<file path="config.mk">
export PLATFORM = sky130hd
export DESIGN_NAME = rst_sequencer
export DESIGN_NICKNAME = d
export VERILOG_FILES = /design/src/rtl/rst_seq_pkg.sv /design/src/rtl/rst_seq_cnt.sv /design/src/rtl/rst_sequencer.sv
export SDC_FILE = /design/constraint.sdc
export NUM_CORES = 1
export LEC_CHECK = 0
export CAP_MARGIN = 25
export CORE_UTILIZATION = 32
export DETAILED_ROUTE_END_ITERATION = 10
export RECOVER_POWER = 25
export SLEW_MARGIN = 20
export SYNTH_ARGS = -nofsm -noshare
export SYNTH_HDL_FRONTEND = slang
export SYNTH_HIERARCHICAL = 1
export SYNTH_SLANG_ARGS = --single-unit
</file>
<file path="constraint.sdc">
create_clock -name clk -period 2.6 [get_ports clk]
set_input_delay 0.26 -clock clk [delete_from_list [all_inputs] [get_ports clk]]
set_output_delay 0.26 -clock clk [all_outputs]
set_load 0.01 [all_outputs]
</file>
<file path="src/rtl/rst_seq_pkg.sv">
// rst_seq_pkg: shared state encoding and width helpers for the reset sequencer.
package rst_seq_pkg;
  typedef enum logic [1:0] {HOLD, WAIT, GAP, RUN} rst_seq_state_e;
  function automatic int cnt_width(int h, int g, int t);
    int m;
    m = h > g ? h : g;
    m = m > t ? m : t;
    return $clog2(m) + 1;
  endfunction
  function automatic int idx_width(int n);
    return $clog2(n) + 1;
  endfunction
endpackage

</file>
<file path="src/rtl/rst_seq_cnt.sv">
// rst_seq_cnt: loadable down-counter that parks at zero and flags it.
module rst_seq_cnt #(
  parameter int W = 8,
  parameter logic [W-1:0] RST_VAL = '0
) (
  input  logic         clk,
  input  logic         rst,
  input  logic         load,
  input  logic [W-1:0] load_val,
  output logic         zero
);
  logic [W-1:0] cnt;
  assign zero = cnt == '0;
  always_ff @(posedge clk or posedge rst)
    if (rst) cnt <= RST_VAL;
    else cnt <= load ? load_val : zero ? cnt : cnt - W'(1);
endmodule

</file>
<file path="src/rtl/rst_sequencer.sv">
// rst_sequencer: releases N reset domains in index order, each gated on the
// previous domain's init_done (or a timeout), with software warm-reset replay.
module rst_sequencer
  import rst_seq_pkg::*;
#(
  parameter int N_DOMAINS    = 4,
  parameter int HOLD_CYCLES  = 16,
  parameter int STAGE_GAP    = 8,
  parameter int INIT_TIMEOUT = 1024
) (
  input  logic                         clk,
  input  logic                         rst,
  input  logic                         sw_rst_req,
  input  logic [N_DOMAINS-1:0]         init_done,
  output logic [N_DOMAINS-1:0]         rst_out,
  output logic                         seq_done,
  output logic [$clog2(N_DOMAINS):0]   cur_stage,
  output logic                         timeout_err,
  output logic [$clog2(N_DOMAINS):0]   timeout_dom
);
  localparam int CW = cnt_width(HOLD_CYCLES, STAGE_GAP, INIT_TIMEOUT);
  localparam int IW = idx_width(N_DOMAINS);
  rst_seq_state_e state;
  logic [N_DOMAINS-1:0] sel;
  logic done_i, last, zero, cnt_load;
  logic [CW-1:0] cnt_val;
  always_comb begin
    sel = N_DOMAINS'(1) << cur_stage;
    done_i = |(init_done & sel);
    last = cur_stage == IW'(N_DOMAINS - 1);
    cnt_load = sw_rst_req | (state == HOLD && zero) | (state == WAIT && (done_i || zero))
             | (state == GAP && zero);
    cnt_val = sw_rst_req ? CW'(HOLD_CYCLES - 1) :
              state == WAIT ? CW'(STAGE_GAP - 1) : CW'(INIT_TIMEOUT - 1);
  end
  rst_seq_cnt #(.W(CW), .RST_VAL(CW'(HOLD_CYCLES - 1))) u_cnt (
    .clk(clk), .rst(rst), .load(cnt_load), .load_val(cnt_val), .zero(zero)
  );
  // Releasing a domain is a left shift, which keeps rst_out monotonic by construction.
  always_ff @(posedge clk or posedge rst) begin
    if (rst) begin
      state <= HOLD;
      rst_out <= '1;
      seq_done <= 1'b0;
      cur_stage <= '0;
      timeout_err <= 1'b0;
      timeout_dom <= '0;
    end else if (sw_rst_req) begin
      state <= HOLD;
      rst_out <= '1;
      seq_done <= 1'b0;
      cur_stage <= '0;
    end else begin
      case (state)
        HOLD: if (zero) begin
          rst_out <= rst_out << 1;
          state <= WAIT;
        end
        WAIT: if (done_i || zero) begin
          if (!done_i) begin
            timeout_err <= 1'b1;
            if (!timeout_err) timeout_dom <= cur_stage;
          end
          if (last) begin
            state <= RUN;
            seq_done <= 1'b1;
            cur_stage <= IW'(N_DOMAINS);
          end else state <= GAP;
        end
        GAP: if (zero) begin
          rst_out <= rst_out << 1;
          cur_stage <= cur_stage + IW'(1);
          state <= WAIT;
        end
        RUN: ;
      endcase
    end
  end
endmodule

</file>
* Yosys cells after proc, flatten, opt, wreduce, memory -nomap -nowiden
Index checks and enable logic that the tools add are counted.
Cells by class: bitwise logic cells 7, shift-type cells 1, eq/ne operators 8, $add $sub $neg 2, reduce and logical (&&, ||, !) cells 21, mux-type cells 21
Operator list (count):
- 11-bit 2-to-1 mux | 2
- 10-bit 2-to-1 mux | 2
- 3-bit 2-to-1 mux | 4
- 4-bit 2-to-1 mux | 3
- 11-bit logical NOT | 1
- 11-bit by 1-bit subtractor with 11-bit output (second input constant) | 1
- 2-bit nonzero test | 5
- 4-bit AND reduction | 2
- 2-bit 2-to-1 mux | 3
- 3-bit by 2-bit inequality test with 1-bit output (second input constant) | 2
- 3-bit case mux with 2 select lines | 1
- 3-bit AND reduction | 2
- 3-bit nonzero test | 2
- 1-bit 2-to-1 mux | 5
- 5-bit AND reduction | 1
- 4-bit bitwise AND | 1
- 2-bit case mux with 2 select lines | 1
- 4-bit OR reduction | 1
- 1-bit by 3-bit << shifter with 4-bit output (first input constant) | 1
- 3-bit by 1-bit adder with 3-bit output (second input constant) | 1
- 3-bit by 2-bit equality test with 1-bit output (second input constant) | 1
- 1-bit logical AND | 3
- 3-bit by 1-bit inequality test with 1-bit output (second input constant) | 1
- 3-bit inequality test (second input constant) | 1
- 9 further kinds | 13
Word-level totals: logic and storage cells 67, flip-flop bits (word level) 25

* Longest topological paths before layout
Gate-level depths: netlist (run 1).
depth in word-level cells 8, depth in mapped cells 10, depth with buffers taken out 7

* Hierarchy
Netlist (run 1), hierarchy kept.
Modules (own cells, without submodules):
- rst_sequencer | sequential area each 355.3 um2, cells each 69, times used 1, area each 775.7 um2
- rst_seq_cnt | sequential area each 280.3 um2, cells each 64, times used 1, area each 645.6 um2

* Worst setup path before layout (run 1)
No wires, ideal clock.
kind flip-flop to flip-flop, from reg u_cnt.cnt[2], to reg u_cnt.cnt[10], period minus slack after synthesis 2.384 ns, cell stages (with the launch flop) 9, data arrival time 2.250 ns, library setup time 0.134 ns, required time 2.466 ns, setup slack 0.216 ns, cell sequence dfstp_2 -> nor4_4 -> nand4_4 -> inv_1 -> clkbuf_1 -> a221o_1 -> clkbuf_1 -> clkbuf_1 -> o31ai_1
On the way: word-level cells in the longest chain between the ends 6, elaborated cells on any way between the ends 12, classes of those cells 1 x add/sub; 1 x eq/ne; 2 x mux; 3 x bitwise; 5 x reduce/logical
Ends and longest elaborated chain:
- from (decl) | RTL line rst_seq_cnt.sv:12 | logic [W-1:0] cnt;
- from (signal assigned) | RTL line rst_seq_cnt.sv:16 | else cnt <= load ? load_val : zero ? cnt : cnt - W'(1);
- 11-bit logical NOT (*) | RTL line rst_seq_cnt.sv:13 | assign zero = cnt == '0;
- net zero | RTL line rst_sequencer.sv:25 | logic done_i, last, zero, cnt_load;
- 1-bit logical AND / 1-bit logical OR (equally long branches) | RTL line rst_sequencer.sv:31 | cnt_load = sw_rst_req | (state == HOLD && zero) | (state == WAIT && (done_i || zero))
- 1-bit bitwise OR / 1-bit logical AND (equally long branches) | RTL line rst_sequencer.sv:31
- 1-bit bitwise OR | RTL line rst_sequencer.sv:31
- 1-bit bitwise OR (*) | RTL line rst_sequencer.sv:32 | | (state == GAP && zero);
- net cnt_load | RTL line rst_sequencer.sv:25
- 2-bit inequality test (no source line) / 11-bit 2-to-1 mux (equally long branches)
The timed path passes the listed nets; every way through them passes the cells marked *. The select of a mux whose other input is x is not followed. A chain may end at the register's enable or synchronous reset.

* Final worst setup path (run 1)
from reg u_cnt.cnt[2], to reg u_cnt.cnt[1]
Same word-level chain as after synthesis.

==> summary.txt, run 1 <==
Status
  • Outcome: finished, final reports clean

Clock tree
  • Clock transition at path regs: around 0.090 ns
  • Clock Tree Buf Depth: 2
  • H-tree levels: 1
  • Clk Latency, worst-skew pair: 0.27 ns
  • Clock buffer count from CTS: 3
  • CTS Hold Bufs: 0
  • Post-CTS setup buffers: 0
  • Clock Tree Root: clkbuf_8
  • CTS tree: done
  • CTS resizes: 0
  • Clk sinks: 25

Logic synthesis
  • Simple-gate share of the synthesized area: 20.5%
  • Largest cells by area after synthesis: dfrtp_1 30%, dfstp_2 15%, ha_1 5.3%
  • Cells after Synth: 133
  • Post-synthesis register bit count: 25
  • Top_reg_cell synth: dfrtp_1
  • Sequential-to-total area share from yosys stat: between 40 and 50%
  • Synth top area share: roughly 30%
  • Largest family of logic cells by synthesized area: simple AND/OR/NAND/NOR gates
  • Average size of a mapped cell: 10.7 µm²
  • Mux contribution to synthesized area: under 10%
  • Compound-cell area share of the yosys netlist: around 14%
  • XOR/XNOR share of the synthesized area: 5.55%
  • Post-synth EDFFs: 0
  • Fraction of the mapped netlist area in adder cells: 5.28%
  • Yosys warnings: 6
  • Leading area contributor after synthesis: dfrtp_1
  • Unique cell type count in the Yosys netlist: 38
  • Synthesized cell area: 1420 µm²
  • Asr flop ratio synth: 100%

Critical path
  • Worst-path maximum fanout: 19
  • Type of destination of the critical path: flip-flop
  • R2R setup slack: 0.28 ns
  • Worst reg-to-reg path cell count: 6
  • CP Data Arrival Time: between 2 and 3 ns
  • R2R Path End: u_cnt/cnt[1]
  • R2r startpoint: u_cnt/cnt[2]
  • CP Class: flip-flop to flip-flop
  • Critical Path RT: 2.79 ns
  • Startpoint types: flip-flop

Floorplan
  • Die Footprint: 4710 µm²
  • I/O Pins: 19
  • Row count: 23
  • Die Ht: 68.6 µm
  • Core area: between 4000 and 5000 µm²
  • Horiz. Die Dim: between 60 and 70 µm
  • Initial core utilization: 34.3%

Final layout
  • Layout Nets: 169
  • Commonest non-fill, non-tap cells in the layout: 17 x dfrtp_1, 17 x clkdlybuf4s50_1, 10 x inv_1
  • Synth-to-layout area growth: 21.0%
  • Fin util: 41.5%
  • Share of layout cells above drive strength 1: approximately 16%
  • Non-filler instance count after layout: 205
  • Fillers: 415
  • Ant. Diodes: 0

Pwr
  • Switching pwr: 219 µW
  • Internal power: around 590 µW
  • Reg power frac: 55.8%
  • Combinational share of power: 15.0%
  • Clock power frac: approximately 30%
  • Leak pwr: 0.749 nW
  • Worst vdd ir: 0.230 mV
  • Sw frac: a little over a quarter
  • Pwr dens: 467 nW/µm²

Placed design
  • RePlAce Congestion: 0.783
  • Detailed Place HPWL: roughly 2.1 mm
  • Dpl cells: ~200
  • Port bufs: 18

GRT
  • Remaining global-route overflow: 0
  • Vias in the first global route: 1045
  • Pin count of the biggest net entering global routing: 20
  • Total Routing Usage GR: 13.4%
  • First-pass GRT wire length: 4.64 mm
  • Initial antenna violation count: 0

Run
  • Max cap viols: 0

Routing
  • WL final: 2.69 mm
  • Post-DRT Antenna Nets: 0
  • Vias/cell: 4.93
  • Post-route DRC: 0
  • Via count: roughly 1000
  • Drt pass-1 iters: 4
  • Wire per inst: 13.1 µm
  • Initial DRC count: 27

Timing
  • RSZ-0062 raised after global routing: no
  • Final Cycle Share: about nine tenths
  • Max Slew Vio Count: 0
  • Setup TNS: 0 ns
  • Min cycle time layout: 2.32 ns
  • Final setup vio count: 0
  • Hold Violations, Final: 0
  • Worst-margin pin slew: 0.594 ns
  • Fmax achieved: 431 MHz
  • Final worst clock skew: 0.00719 ns
  • Slew headroom: 60.4%

Worst hold path
  • Hold Path Class: input pin to asynchronous set/reset pin
-- routing by layer --
metal | track usage, % | share of wire (%)
met1 | 17.3 | 48
met2 | 22.3 | 49
met3 | 1.97 | 2.0
met4 | 5.47 | 1.4
met5 | 0 | 0
-- synth_stat cells (2+ instances only) --
master and instances:
nand2_1 9, nor3_1 5, conb_1 2, mux2i_1 3, dfrtp_1 17, nand2b_1 5
a221o_1 2, clkbuf_1 4, nor2b_1 4, o31ai_1 4, nand3_1 2, a21oi_1 3
a22o_1 6, nor2_1 8, o21ai_0 3, mux2_2 3, inv_1 10, dfstp_2 8
a21o_1 2, nand3b_1 3, xnor2_1 8, ha_1 6
-- power groups by stage --
stage	clock network, mW	logic, mW	registers (mW)
after floorplan	0	0.0889	0.449
after global placement	0	0.122	0.452
after detailed placement	0	0.121	0.456
after CTS	0.241	0.122	0.449
after global routing	0.261	0.135	0.452
final	0.235	0.120	0.449
-- final cells by class --
class                      instances  area [µm²]  area share [%]
clock buffer                       3        41.3            2.40
clock inverter                     1        7.51           0.436
inverter                          10        37.5            2.18
multi-input combinational         96         741            43.1
sequential                        25         636            36.9
tap                               50        62.6            3.64
timing repair buffer              20         195            11.3
-- how the worst max path moves through the flow --
stage,to,startpoint,slack (ns),depth (start not counted)
2_1_floorplan,u_cnt/cnt[10],u_cnt/cnt[2],0.22,8
3_3_place_gp,u_cnt/cnt[4],cur_stage[0],0.34,6
3_5_place_dp,u_cnt/cnt[1],u_cnt/cnt[2],0.27,6
4_1_cts,u_cnt/cnt[1],u_cnt/cnt[2],0.25,6
5_1_grt,u_cnt/cnt[1],u_cnt/cnt[6],0.11,6
6_report,u_cnt/cnt[1],u_cnt/cnt[2],0.28,6
-- through the flow --
stage	worst slack, ns	hold WS, ns	cell area (µm²)	power, mW
detailed placement	0.275	0.502	1670	0.577
floorplan	0.216	0.110	1430	0.538
global placement	0.345	0.494	1670	0.575
CTS	0.253	0.308	1720	0.811
finish	0.280	0.434	1720	0.804
global route	0.107	0.459	1720	0.848
-- cells by family after synthesis --
family / count (synthesis)
and+or+nand+nor: 44
AOI/OAI and AO/OA: 26
DFF: 25
buffers and inverters: 14
xor gates and xnor gates: 9
muxes: 7
adders and majority gates: 6
other: 2
-- worst max-delay path: stages (launching register included) --
cell and delay [ns]:
dfstp_2 0.41, nor4_4 0.42, nand4_4 0.18, inv_1 0.21, a221o_1 0.58, and3b_1 0.25, nor3_1 0.19
-- state kept, by name, indices dropped and copies added (netlist names) --
| name | count |
|---|---|
| u_cnt/cnt | 11 |
| timeout_err | 1 |
| seq_done | 1 |
| rst_out | 4 |
| state | 2 |
| cur_stage | 3 |
| timeout_dom | 3 |
Note: power is estimated with default switching activity, not from simulation.
==> run 2, diff against run 1 <==
--- a/config.mk
+++ b/config.mk
@@ -5,6 +5,7 @@
 export SDC_FILE = /design/constraint.sdc
 export NUM_CORES = 1
 export LEC_CHECK = 0
+export ABC_CLOCK_PERIOD_IN_PS = 2600
 export CAP_MARGIN = 25
 export CORE_UTILIZATION = 32
 export DETAILED_ROUTE_END_ITERATION = 10
==> results of run 2 <==
No change in the layout: final DEF, timing and power equal those of run 1.
